==> config.mk <==
export PLATFORM = sky130hd
export DESIGN_NAME = ex_stage_reg
export DESIGN_NICKNAME = d
export VERILOG_FILES = /design/src/rtl/ex_stage_reg.sv
export SDC_FILE = /design/constraint.sdc
export NUM_CORES = 1
export LEC_CHECK = 0
export CAP_MARGIN = 20
export CORE_MARGIN = 2
export CORE_UTILIZATION = 42
export DETAILED_ROUTE_END_ITERATION = 6
export HOLD_SLACK_MARGIN = 0.03
export PLACE_DENSITY = 0.95
export SYNTH_ARGS = -nofsm -noshare
export SYNTH_HDL_FRONTEND = slang
export SYNTH_SLANG_ARGS = --single-unit
==> constraint.sdc <==
create_clock -name clk -period 2.3 [get_ports clk]
set_clock_uncertainty 0.05 [all_clocks]
set_input_delay 0.23 -clock clk [delete_from_list [all_inputs] [get_ports clk]]
set_output_delay 0.23 -clock clk [all_outputs]
set_load 0.02 [all_outputs]
==> src/rtl/ex_stage_reg.sv <==
// Execute-stage pipeline register: ALU result plus decode context.
// Define EX_OVERFLOW_TRAP_EN to turn signed ALU overflow into exception 3.
module ex_stage_reg (
  input  logic        clk,
  input  logic        reset,
  input  logic        stall,
  input  logic        flush,
  input  logic [31:0] alu_out,
  input  logic        alu_of,
  input  logic [29:0] id_pc,
  input  logic        id_en,
  input  logic        id_br_flag,
  input  logic [1:0]  id_mem_op,
  input  logic [31:0] id_mem_wr_data,
  input  logic [1:0]  id_ctrl_op,
  input  logic [4:0]  id_dst_addr,
  input  logic        id_gpr_we_,
  input  logic [2:0]  id_exp_code,
  output logic [31:0] fwd_data,
  output logic [29:0] ex_pc,
  output logic        ex_en,
  output logic        ex_br_flag,
  output logic [1:0]  ex_mem_op,
  output logic [31:0] ex_mem_wr_data,
  output logic [1:0]  ex_ctrl_op,
  output logic [4:0]  ex_dst_addr,
  output logic        ex_gpr_we_,
  output logic [2:0]  ex_exp_code,
  output logic [31:0] ex_out
);

  typedef struct packed {
    logic [29:0] pc;
    logic        en;
    logic        br;
    logic [1:0]  mem_op;
    logic [31:0] wr_data;
    logic [1:0]  ctrl_op;
    logic [4:0]  dst;
    logic        we_;
    logic [2:0]  exp;
    logic [31:0] out;
  } ex_t;

  localparam logic [2:0] EXP_OVF = 3'd3;

  localparam ex_t BUBBLE = '{
    pc:      30'd0,
    en:      1'b0,
    br:      1'b0,
    mem_op:  2'd0,
    wr_data: 32'd0,
    ctrl_op: 2'd0,
    dst:     5'd0,
    we_:     1'b1,
    exp:     3'd0,
    out:     32'd0
  };

  ex_t ex_q;
  ex_t ex_d;
  ex_t cap;

  always_comb begin
    cap.pc      = id_pc;
    cap.en      = id_en;
    cap.br      = id_br_flag;
    cap.mem_op  = id_mem_op;
    cap.wr_data = id_mem_wr_data;
    cap.ctrl_op = id_ctrl_op;
    cap.dst     = id_dst_addr;
    cap.we_     = id_gpr_we_;
    cap.exp     = id_exp_code;
    cap.out     = alu_out;
`ifdef EX_OVERFLOW_TRAP_EN
    // Upstream exceptions outrank overflow; bubbles never trap.
    if (id_exp_code == 3'd0 && id_en && alu_of) begin
      cap.exp    = EXP_OVF;
      cap.we_    = 1'b1;
      cap.mem_op = 2'd0;
    end
`endif
  end

`ifndef EX_OVERFLOW_TRAP_EN
  logic unused_alu_of;
  assign unused_alu_of = alu_of;
`endif

  always_comb begin
    ex_d = ex_q;
    if (stall) begin
      ex_d = ex_q;
    end else if (flush) begin
      ex_d = BUBBLE;
    end else begin
      ex_d = cap;
    end
  end

  always_ff @(posedge clk) begin
    if (reset) begin
      ex_q <= BUBBLE;
    end else begin
      ex_q <= ex_d;
    end
  end

  assign fwd_data       = alu_out;
  assign ex_pc          = ex_q.pc;
  assign ex_en          = ex_q.en;
  assign ex_br_flag     = ex_q.br;
  assign ex_mem_op      = ex_q.mem_op;
  assign ex_mem_wr_data = ex_q.wr_data;
  assign ex_ctrl_op     = ex_q.ctrl_op;
  assign ex_dst_addr    = ex_q.dst;
  assign ex_gpr_we_     = ex_q.we_;
  assign ex_exp_code    = ex_q.exp;
  assign ex_out         = ex_q.out;

endmodule
==> reports/results.txt <==
Fin Setup TNS = 0 ps
met2 wire length = 6870 um
nature of the critical path startpoint = input port
# hold bufs at CTS = 0
r2r endpoint = ex_out[1]
clock slew seen by the registers of the worst setup and hold paths = 100 ps
worst-path maximum fanout = 2
number of global-route vias before repair = 4268
setup repair bufs after CTS = 0
Crit Path Category = in -> out
ys async rst share = 0
Sw Ratio = 0.259
critical-path cell list = clkdlybuf4s50_1, clkdlybuf4s50_1
Data required, critical path = 2020 ps
slew margin rel. = 0.567
post-synth cell types = 15
Max stage delay on crit path = 640 ps
Yosys top cell area share = 0.469
Worst Reg2Reg Path Length in Cells = 2
Seq cells post-synth = 109
DR WL/cell = 15.6 um
Placement Setup Slack = 552 ps
Vias/cell = 4.98
routed length on met3 = 827 um
highest metal used = met4
DIE WIDTH = 109 um
Gate power share = 0.208
Int Pwr = 3.03 mW
Flop pwr share = 0.489
Num CTS Buffers = 9
clock tree buffer depth = 2
clock sink count = 109
Critical Path Stages = 2
Total GRT Usage = 0.216
Synth Area per Inst = 8.99 um2
EDFF count, synth = 0
YS warnings = 0
row cnt = 38
r2r setup slk = 1510 ps
die area = 0.0119 mm2
hold_sp = reset
area leader, netlist = dfxtp_1
Hold Vio Cnt, Final = 0
initial core utilization = 0.429
Clk Latency, worst-skew pair = 360 ps
WL final = 13300 um
Remaining Overflow, GRT = 0
initial antenna violation count = 0
largest vdd supply drop = 0.000299 V
largest net degree at the start of global routing = 66
Post-Syn Instances = 517
Clock Root Buffer = clkbuf_8
delay-heaviest family, CP = buffers and inverters
nets@finish = 823
H-Tree Level Count = 3
Core Box Area = 0.0108 mm2
Final Critical Period = 1690 ps
Antenna Cells = 0
Die Span Y = 109 um
placed cell count = 838
period utilization = 0.733
slew at the pin with the worst max-slew slack = 650 ps
post-route ant nets = 0
Hold Path Class = in -> reg
DR iter-0 viols = 242
first-pass GRT wire length = 20300 um
RR Startpoint = ex_out[1]
gpl congestion = 0.762
WP buf/inv = 2
post-synthesis sequential area ratio = 0.469
first drt pass iteration count = 4
most common cell in the netlist = dfxtp_1
Max-Cap Viols = 0
TritonCTS clock tree = built
Met1 Wirelength = 5130 um
Non-Filler Instances = 854
ranking of synthesized cells by area = dfxtp_1, nand2b_1, o22ai_1, nand2_1, o22ai_2
worst hold stages = 2
run status = completed
I/O Buffers = 253
power density cells = 570 mW/mm2
syn_nets = 631
Clock Power Share = 0.303
leakage dissipation = 2.48 nW
DRC = 0
crit path DAT = 1410 ps
# setup viols final = 0
Mapped Area = 0.00465 mm2
setup ws final = 614 ps
WHS Endpoint = ex_out[26]
IO Count = 255
share of cells above drive strength 1 = 0.0770
Top FF cell, synth = dfxtp_1
total number of vias = 4254
top cells by count, synth = dfxtp_1, nand2_1, nand2b_1, o22ai_1, buf_4
Final Max Slew Viols = 0
CP endpoint kind = primary output
slowest stage cell, crit path = clkdlybuf4s50_1
Crit path top cell by count = clkdlybuf4s50_1
Max Freq = 593 MHz
RSZ-0062 raised after global routing = no
Net Sw Power = 1.06 mW
area grow syn2layout = 54.4%
Post-DP HPWL = 9500 um
cts repair resizes = 0
-- worst reg2reg max path, cell delays in order, from the launching register on --
cell and delay [ps]:
dfxtp_1 340, nand2_1 70, o22ai_1 240
-- power by group through the flow --
| stage | Combinational (mW) | Clock (mW) | Sequential (mW) |
|---|---|---|---|
| 2_1_floorplan | 0.347 | 0 | 2.13 |
| 3_3_place_gp | 0.833 | 0 | 2.04 |
| 3_5_place_dp | 0.850 | 0 | 2.04 |
| 4_1_cts | 0.857 | 1.27 | 2.00 |
| 5_1_grt | 0.905 | 1.34 | 2.01 |
| 6_report | 0.853 | 1.24 | 2.00 |
-- worst max path at each step --
stage / from / end / slack (ps)
after floorplan: reset / ex_mem_wr_data[21] / 1210
after global placement: stall / ex_pc[6] / 630
after detailed placement: stall / ex_dst_addr[3] / 550
after CTS: alu_out[31] / fwd_data[31] / 630
final: alu_out[31] / fwd_data[31] / 610
after global routing: alu_out[31] / fwd_data[31] / 600
-- per-layer routing --
metal	GRT usage	vias to the layer above
li1	-	2089
met2	0.382	160
met4	0.113	0
met3	0.0424	35
met1	0.244	1970
met5	0	-
-- kinds of logic after synthesis --
kind of cell	count (synthesis)	synth area share
AND/OR/NAND/NOR	220	0.238
buffers and inverters	80	0.107
flip-flops	109	0.469
AO/OA/AOI/OAI	108	0.185
-- stage by stage --
| step | instance area, um2 | hold slack (ps) | utilization | power (mW) |
|---|---|---|---|---|
| after global placement | 6970 | 394 | 0.643 | 2.87 |
| after CTS | 7180 | 236 | 0.662 | 4.13 |
| after global routing | 7180 | 259 | 0.662 | 4.25 |
| final | 7180 | 250 | 0.662 | 4.09 |
| after floorplan | 4650 | 319 | - | 2.48 |
| after detailed placement | 6970 | 408 | 0.643 | 2.89 |
-- layout make-up --
type	count	area (um2)
clock buffers	12	135
clock inverters	4	72.6
fillers	839	3660
multi-input cells	328	1970
flip-flops and latches	109	2180
well taps	140	175
repair buffers	261	2640
-- placed cells by master, fill, tap and decap left out --
| cell type | instances |
|---|---|
| clkdlybuf4s50_1 | 251 |
| dfxtp_1 | 109 |
| nand2_1 | 108 |
| nand2b_1 | 107 |
| o22ai_1 | 77 |
| o22ai_2 | 30 |
| clkbuf_8 | 9 |
| buf_4 | 5 |
| buf_12 | 4 |
| clkbuf_1 | 3 |
| bufinv_16 | 2 |
| or2_4 | 1 |
| nor4_1 | 1 |
| nor3b_1 | 1 |
| nor2_1 | 1 |
| or3b_2 | 1 |
| a21oi_1 | 1 |
| clkinvlp_4 | 1 |
| clkinv_2 | 1 |
| buf_6 | 1 |
-- state kept, by name, indices dropped and copies added, names as in the netlist --
name,count
ex_gpr_we_,1
ex_ctrl_op,2
ex_exp_code,3
ex_dst_addr,5
ex_br_flag,1
ex_out,32
ex_mem_wr_data,32
ex_mem_op,2
ex_en,1
ex_pc,30
Note: power is estimated with default switching activity, not from simulation.
